<file path="config.mk">
export PLATFORM = sky130hd
export DESIGN_NAME = jtmx5k_snd_comm
export DESIGN_NICKNAME = d
export VERILOG_FILES = /design/src/rtl/jtmx5k_pkg.sv /design/src/rtl/jtmx5k_cmd_fifo.sv /design/src/rtl/jtmx5k_snd_comm.sv
export SDC_FILE = /design/constraint.sdc
export NUM_CORES = 1
export LEC_CHECK = 0
export BUFFER_PORTS_ARGS = -buffer_cell sky130_fd_sc_hd__buf_2
export CORE_ASPECT_RATIO = 2
export CORE_MARGIN = 2
export CORE_UTILIZATION = 55
export CTS_CLUSTER_DIAMETER = 200
export DETAILED_ROUTE_END_ITERATION = 12
export GPL_TIMING_DRIVEN = 0
export PLACE_DENSITY = 0.83
export SYNTH_ARGS = -nofsm -noshare
export SYNTH_HDL_FRONTEND = slang
export SYNTH_HIERARCHICAL = 1
export SYNTH_SLANG_ARGS = --single-unit
</file>
<file path="constraint.sdc">
create_clock -name clk -period 2.5 [get_ports clk]
set_input_delay 0.375 -clock clk [delete_from_list [all_inputs] [get_ports clk]]
set_output_delay 0.375 -clock clk [all_outputs]
set_load 0.02 [all_outputs]
</file>
<file path="src/rtl/jtmx5k_pkg.sv">
// Shared definitions for the jtmx5k sound-command path: default FIFO depth and
// the interrupt FSM encoding used by the sound CPU interface.
package jtmx5k_pkg;

  localparam int SND_DEPTH_DEF = 4;
  localparam int SND_DATA_W    = 8;

  typedef enum logic [1:0] {
    INT_IDLE  = 2'd0,
    INT_REQ   = 2'd1,
    INT_ACKED = 2'd2
  } int_state_e;

  // Byte shown to the sound CPU when nothing is queued.
  localparam logic [SND_DATA_W-1:0] SND_EMPTY_BYTE = 8'hFF;

endpackage

</file>
<file path="src/rtl/jtmx5k_cmd_fifo.sv">
// Command FIFO between the main CPU and the sound CPU: storage, wrapping
// pointers, occupancy and the sticky overrun flag.
module jtmx5k_cmd_fifo
  import jtmx5k_pkg::*;
#(
  parameter int DEPTH = SND_DEPTH_DEF
) (
  input  logic                      clk,
  input  logic                      rst,
  input  logic                      push,
  input  logic                      pop,
  input  logic [SND_DATA_W-1:0]     din,
  output logic [SND_DATA_W-1:0]     dout,
  output logic [$clog2(DEPTH):0]    level,
  output logic                      overrun
);

  localparam int AW = $clog2(DEPTH);
  localparam int LW = AW + 1;

  logic [SND_DATA_W-1:0] mem_q [DEPTH];
  logic [AW-1:0]         wr_ptr_q, wr_ptr_d;
  logic [AW-1:0]         rd_ptr_q, rd_ptr_d;
  logic [LW-1:0]         level_q,  level_d;
  logic                  overrun_q, overrun_d;
  logic                  pop_ok, push_ok, empty, full;

  // A pop on empty is ignored; a push on full only lands if a pop frees a slot.
  always_comb begin
    empty     = (level_q == '0);
    full      = (level_q == LW'(DEPTH));
    pop_ok    = pop && !empty;
    push_ok   = push && (!full || pop_ok);
    wr_ptr_d  = wr_ptr_q + AW'(push_ok);
    rd_ptr_d  = rd_ptr_q + AW'(pop_ok);
    level_d   = level_q + LW'(push_ok) - LW'(pop_ok);
    overrun_d = overrun_q || (push && !push_ok);
  end

  always_ff @(posedge clk or posedge rst) begin
    if (rst) begin
      wr_ptr_q  <= '0;
      rd_ptr_q  <= '0;
      level_q   <= '0;
      overrun_q <= 1'b0;
    end else begin
      wr_ptr_q  <= wr_ptr_d;
      rd_ptr_q  <= rd_ptr_d;
      level_q   <= level_d;
      overrun_q <= overrun_d;
    end
  end

  // Storage holds data only; level gates its visibility, so no reset needed.
  always_ff @(posedge clk) begin
    if (push_ok) mem_q[wr_ptr_q] <= din;
  end

  assign dout    = empty ? SND_EMPTY_BYTE : mem_q[rd_ptr_q];
  assign level   = level_q;
  assign overrun = overrun_q;

endmodule

</file>
<file path="src/rtl/jtmx5k_snd_comm.sv">
// Main-to-sound CPU command channel: edge-detected strobes feed the command
// FIFO, and a small FSM raises one sound-CPU interrupt per queued byte.
module jtmx5k_snd_comm
  import jtmx5k_pkg::*;
#(
  parameter int DEPTH = SND_DEPTH_DEF
) (
  input  logic                   clk,
  input  logic                   rst,
  input  logic                   snd_irq,
  input  logic [7:0]             snd_latch,
  input  logic                   latch_rd,
  input  logic                   m1_n,
  input  logic                   iorq_n,
  output logic [7:0]             dout,
  output logic                   int_n,
  output logic [$clog2(DEPTH):0] level,
  output logic                   overrun
);

  logic       irq_q, irq_d;
  logic       rd_q, rd_d;
  logic       iack_q, iack_d;
  logic       int_n_q, int_n_d;
  int_state_e state_q, state_d;
  logic       iack, iack_rise, push, pop, has_data;

  always_comb begin
    iack      = !m1_n && !iorq_n;
    push      = snd_irq && !irq_q;
    pop       = rd_q && !latch_rd;
    iack_rise = iack && !iack_q;
    has_data  = (level != '0);
    irq_d     = snd_irq;
    rd_d      = latch_rd;
    iack_d    = iack;
  end

  // A pop wins over a simultaneous acknowledge; a pop straight from REQ is a
  // polled read that never saw the interrupt acknowledge cycle.
  always_comb begin
    state_d = state_q;
    case (state_q)
      INT_IDLE:  if (has_data) state_d = INT_REQ;
      INT_REQ: begin
        if (pop)            state_d = INT_IDLE;
        else if (iack_rise) state_d = INT_ACKED;
      end
      INT_ACKED: if (pop) state_d = INT_IDLE;
      default:   state_d = INT_IDLE;
    endcase
    int_n_d = (state_q != INT_REQ);
  end

  always_ff @(posedge clk or posedge rst) begin
    if (rst) begin
      irq_q   <= 1'b0;
      rd_q    <= 1'b0;
      iack_q  <= 1'b0;
      int_n_q <= 1'b1;
      state_q <= INT_IDLE;
    end else begin
      irq_q   <= irq_d;
      rd_q    <= rd_d;
      iack_q  <= iack_d;
      int_n_q <= int_n_d;
      state_q <= state_d;
    end
  end

  jtmx5k_cmd_fifo #(
    .DEPTH (DEPTH)
  ) u_fifo (
    .clk     (clk),
    .rst     (rst),
    .push    (push),
    .pop     (pop),
    .din     (snd_latch),
    .dout    (dout),
    .level   (level),
    .overrun (overrun)
  );

  assign int_n = int_n_q;

endmodule
</file>
==> results of run 1 <==
## per-layer routing
metal / vias to the layer above / part of all wire
li1: 449 / -
met1: 496 / 0.32
met2: 27 / 0.61
met3: 6 / 0.041
met4: 0 / 0.028
met5: - / 0
## final cells by class
type                            instances  area share
Sequential cell                        46       0.605
Multi-Input combinational cell         46       0.250
Clock inverter                          2     0.00462
Tap cell                               31      0.0179
Buffer                                  2     0.00692
Inverter                                5     0.00866
Timing Repair Buffer                   30      0.0750
Clock buffer                            5      0.0317
## cell families after synthesis
family                     synth area share
DFF                                   0.711
and+or+nand+nor                       0.104
muxes                                0.0976
buffers and inverters                0.0183
adders and majority gates            0.0379
xor gates and xnor gates             0.0190
AOI/OAI and AO/OA                    0.0129
## critical path, stage by stage, from the launching register on
cell and delay [ns]:
dfrtp_1 0.48, nor4b_4 0.54, nand2b_1 0.18, ha_1 0.12, inv_1 0.04, ha_1 0.18, fa_1 0.37, xor2_1 0.17
xnor2_1 0.14
## placed cells by master, fill, tap and decap left out, types with 2 or more instances in the layout
master / count
buf_4: 3
clkbuf_8: 5
dfrtp_1: 13
ha_1: 4
edfxtp_1: 32
nor4bb_2: 2
nand2b_1: 3
inv_1: 5
buf_2: 26
clkinv_2: 2
mux4_2: 8
xor2_1: 3
or2_1: 8
nor2b_1: 3
## worst max path at each step
stage / depth (start not counted) / end / from
4_1_cts: 9 / u_fifo/level[2] / rd_q
5_1_grt: 8 / u_fifo/level[2] / u_fifo/level[1]
2_1_floorplan: 8 / u_fifo/level[2] / u_fifo/level[1]
6_report: 8 / u_fifo/level[2] / u_fifo/level[0]
3_5_place_dp: 8 / u_fifo/level[2] / u_fifo/level[1]
3_3_place_gp: 4 / u_fifo/mem_q[0][4] / latch_rd
## sequential cells by signal, indices dropped and copies added (netlist names)
name / count
iack_q: 1
int_n: 1
irq_q: 1
rd_q: 1
state_q: 2
u_fifo/level: 3
u_fifo/mem_q: 32
u_fifo/overrun: 1
u_fifo/rd_ptr_q: 2
u_fifo/wr_ptr_q: 2
## stage by stage
step	hold WS [ns]	std cells
2_1_floorplan	0.165	99
3_3_place_gp	0.294	156
3_5_place_dp	0.306	159
4_1_cts	0.194	167
5_1_grt	0.197	167
6_report	0.207	167
## timing repair
action                                 4_1_cts  5_1_grt
setup endpoints to repair                    2        1
endpoints found under the hold margin        5        0
pin swaps                                    0        2
gates resized for setup                      3        1
hold buffers                                 1        0
## where the power goes
part | total [mW] | switching (mW) | internal, mW
Sequential | 1.11 | 0.133 | 0.973
Clock | 0.409 | 0.222 | 0.187
Combinational | 0.890 | 0.471 | 0.419
==> flow_summary.ini, run 1 <==
[placed_design]
portBuffers = 26
placed_area_sq_um = 2060
dp_hpwl_mm = 2.28
place_congestion = 0.648
pre_cts_ws_ns = -0.361

[sta]
period_needed_ns = 2.34
relSlewSlack = 0.616
timing.fmax_mhz = 428
final.period_utilization = 0.934
slew_viol_final = 0
setup_violations = 0
final_hold_viol_count = 0
timing.final.ws_setup_ns = 0.164
setup_tns_ns = 0
rsz0062_at_grt = false
skew_ns = 0.00955
worst_pin_slew_ns = 0.568

[cts]
cts-root-buf = clkbuf_8
clock_latency_ns = 0.29
cts.sinks = 46
post_cts_buffers = 0
cts_made_buffers = 5
cts_tree = yes
cts_max_level = 2
cts_buffer_depth = 2
clkTransAtPathRegs_ns = 0.07

[floorplanning]
start_util = 0.578
die_area_sq_um = 3870
rows = 29
die_x_um = 45.0
core_sq_um = 3190
fp.dieH_um = 86.0
io_pins = 27

[final_layout]
post-route-util = 0.679
area_delta_synth_final_pct = 17.4
drive_above_1_share = 0.404
nets = 155
n_antenna_cell = 0
multi_input_area_sq_um = 542
nFillCells = 236
ff_latch_area_sq_um = 1310
fin_area_sq_um = 2170

[detailed_routing]
vias = 978
drt_pass1_iterations = 4
wirelength_mm = 3.10
drt_iter0_drc = 20
drc = 0
ant_nets = 0
vias_per_cell = 5.86
wire_per_inst_um = 18.5

[run_status]
run_status = completed

[flow_run]
maxCapViolations = 0

[global_route]
use_met3 = 0.0463
grt_pass1_vias = 1033
busiest_layer = met2
grtUsageMet2 = 0.347
grt_util_met1 = 0.192
grt_pass1_wl_mm = 5.07
antenna_found_initial = 0
track_usage = 0.197
grt_max_degree = 14
overflow = 0

[worst_setup_path]
crit_path_start_kind = register
worstPathArrival_ns = 2.51
reg2reg_depth = 8
worst-path-max-fanout = 7
reg2reg_to = u_fifo/level[2]
critPathKind = register to register
worstPathRequired_ns = 2.67
end_kind = register
rrSetupSlack_ns = 0.16
r2r-start = u_fifo/level[0]

[min_path]
hold_start = snd_irq
hold-path-endpoint = irq_q
min_path_type = input port to register
min_path_cells = 1

[yosys]
synth.distinct_cells = 26
synth-edff-count = 32
syn_area_per_cell_sq_um = 18.7
synth_area_leaders = edfxtp_1, dfrtp_1, mux4_2, ha_1, or2_1
ys_seq_area_frac = 0.711
ys_ff_latch = 46
netlist_area_sq_um = 1850
yosys_warnings = 6
synth_common_cells = edfxtp_1, dfrtp_1, mux4_2, or2_1, inv_1
syn_inst = 99
yosysTopAreaCell = edfxtp_1
synth_top_area_frac = 0.520
yosysMostFrequentCell = edfxtp_1
synth-async-reset-ratio = 0.304
synth_flop_cell = edfxtp_1
synthesis.nets = 118

[power_and_ir_drop]
leakagePower_nw = 0.847
powerDensity_nw_per_um2 = 1110
vdd_drop_max_mv = 0.886
power_mw = 2.40
No activity file was read; power rests on OpenSTA's default activity.
==> inputs of run 2 (changes only) <==
CORE_UTILIZATION = 59   (was 55)
PLACE_DENSITY = 0.88   (was 0.83)
clock period = 2.9 ns   (was 2.5 ns; I/O delays follow)
==> flow_summary.ini, run 2 (synthesis results as in run 1) <==
[final_layout]
drive_above_1_share = 0.404
final_cell_mix = edfxtp_1, buf_2, dfrtp_1
n_antenna_cell = 0
final_common_cell = edfxtp_1
regMostFlops = u_fifo/mem_q
largest_reg_flops = 32
nets = 154
area_delta_synth_final_pct = 17.7

[placed_design]
portBuffers = 26
dp_hpwl_mm = 2.22
place_congestion = 0.708
pre_cts_ws_ns = 0.133

[min_path]
min_path_type = input port to async pin

[detailed_routing]
vias_per_cell = 5.77
drc = 0
drt_pass1_iterations = 4
wirelength_mm = 3.00
drt_iter0_drc = 25
ant_nets = 0
vias = 957
wire_per_inst_um = 18.1

[run_status]
run_status = completed

[power_and_ir_drop]
clkPwrFrac = 0.219
internal_power_mw = 1.45
power_frac_seq = 0.433
p_sw_frac = 0.331
leakagePower_nw = 0.850
vdd_drop_max_mv = 0.794
comb_power_share = 0.348
p_sw_uw = 714
power_mw = 2.16
powerDensity_nw_per_um2 = 994

[worst_setup_path]
critPathKind = register to register
worstPathRequired_ns = 3.08
crit_path_start_kind = register
worstPathArrival_ns = 2.73
end_kind = register
worst-path-max-fanout = 7

[sta]
timing.fmax_mhz = 393
timing.final.ws_setup_ns = 0.356
slew_viol_final = 0
skew_ns = 0.0106
worst_pin_slew_ns = 0.685
rsz0062_at_grt = false
setup_tns_ns = 0
final_hold_viol_count = 0
setup_violations = 0
relSlewSlack = 0.542
period_needed_ns = 2.54
final.period_utilization = 0.877

[cts]
cts_max_level = 2
hold_buffers = 0
cts.sinks = 46
cts_buffer_depth = 2
clkTransAtPathRegs_ns = 0.09
cts-root-buf = clkbuf_8
post_cts_buffers = 0
clock_latency_ns = 0.30
cts_tree = yes
cts_made_buffers = 5

[floorplanning]
core_sq_um = 2980
die_x_um = 43.6
io_pins = 27
rows = 28
die_area_sq_um = 3620
fp.dieH_um = 83.1
start_util = 0.620

[global_route]
track_usage = 0.195
grt_pass1_wl_mm = 4.99
antenna_found_initial = 0
grt_max_degree = 16
overflow = 0
grt_pass1_vias = 1065

[flow_run]
maxCapViolations = 0
==> run 2: changes by cell type in the layout (fill, tap and decap cells not counted), sizes merged <==
| cell | before | now |
|---|---|---|
| bufinv | 0 | 1 |
| dlygate4sd3 | 1 | 0 |
| clkinv | 2 | 1 |
| inv | 5 | 6 |
==> run 2: layer usage <==
metal	vias up	share of wire	track usage	wire (um)
met5	-	0	0	0
met1	475	0.35	0.208	1060
met2	29	0.58	0.334	1750
li1	446	-	-	-
met4	0	0.028	0.107	84
met3	7	0.035	0.0435	106
==> run 2: repair_timing <==
| action | CTS | global route |
|---|---|---|
| resized for setup | 0 | 1 |
| endpoints found under the setup margin | 0 | 1 |
| endpoints found under the hold margin | 0 | 0 |
==> run 2: power by group through the flow <==
stage | Sequential, mW | Clock [mW] | Combinational (mW)
after CTS | 0.931 | 0.482 | 0.767
after global routing | 0.950 | 0.508 | 0.820
after detailed placement | 0.942 | 0 | 0.765
final | 0.935 | 0.473 | 0.752
after floorplan | 0.966 | 0 | 0.498
after global placement | 0.927 | 0 | 0.707
==> run 2: cell type report <==
type,instances,area [sq um]
Clock inverter,3,43.8
Buffer,2,15.0
Inverter,5,18.8
Fill cell,185,805
Clock buffer,5,68.8
Timing Repair Buffer,29,153
Multi-Input combinational cell,46,524
Tap cell,30,37.5
Sequential cell,46,1310
==> run 2: path summary, 6_finish.rpt <==
kind,slack [ns],from,endpoint,cells past startpoint
max reg2reg,0.36,rd_q,u_fifo/level[2],9
min,0.05,rst,state_q[0],2
max in group asynchronous,2.57,rst,int_n,2
min reg2reg,0.46,u_fifo/overrun,u_fifo/overrun,1
min in group clk,0.25,snd_irq,irq_q,1
max,0.36,rd_q,u_fifo/level[2],9
==> run 2: per-stage QoR <==
step                area (sq um)   util  hold slack, ns  std cells
global route                2170  0.730          0.0599        166
finish                      2170  0.730          0.0464        166
floorplan                   1850      -           0.225         99
CTS                         2170  0.728          0.0478        166
detailed placement          2060  0.690           0.380        158
global placement            2010  0.676           0.366        155
==> run 2: critical path, stage by stage, from the launching register on <==
cell      delay [ns]
dfrtp_1         0.36
nor2b_1         0.19
nor4b_2         0.66
nand2b_1        0.20
ha_1            0.12
inv_1           0.04
ha_1            0.18
fa_1            0.38
xor2_1          0.16
xnor2_1         0.14
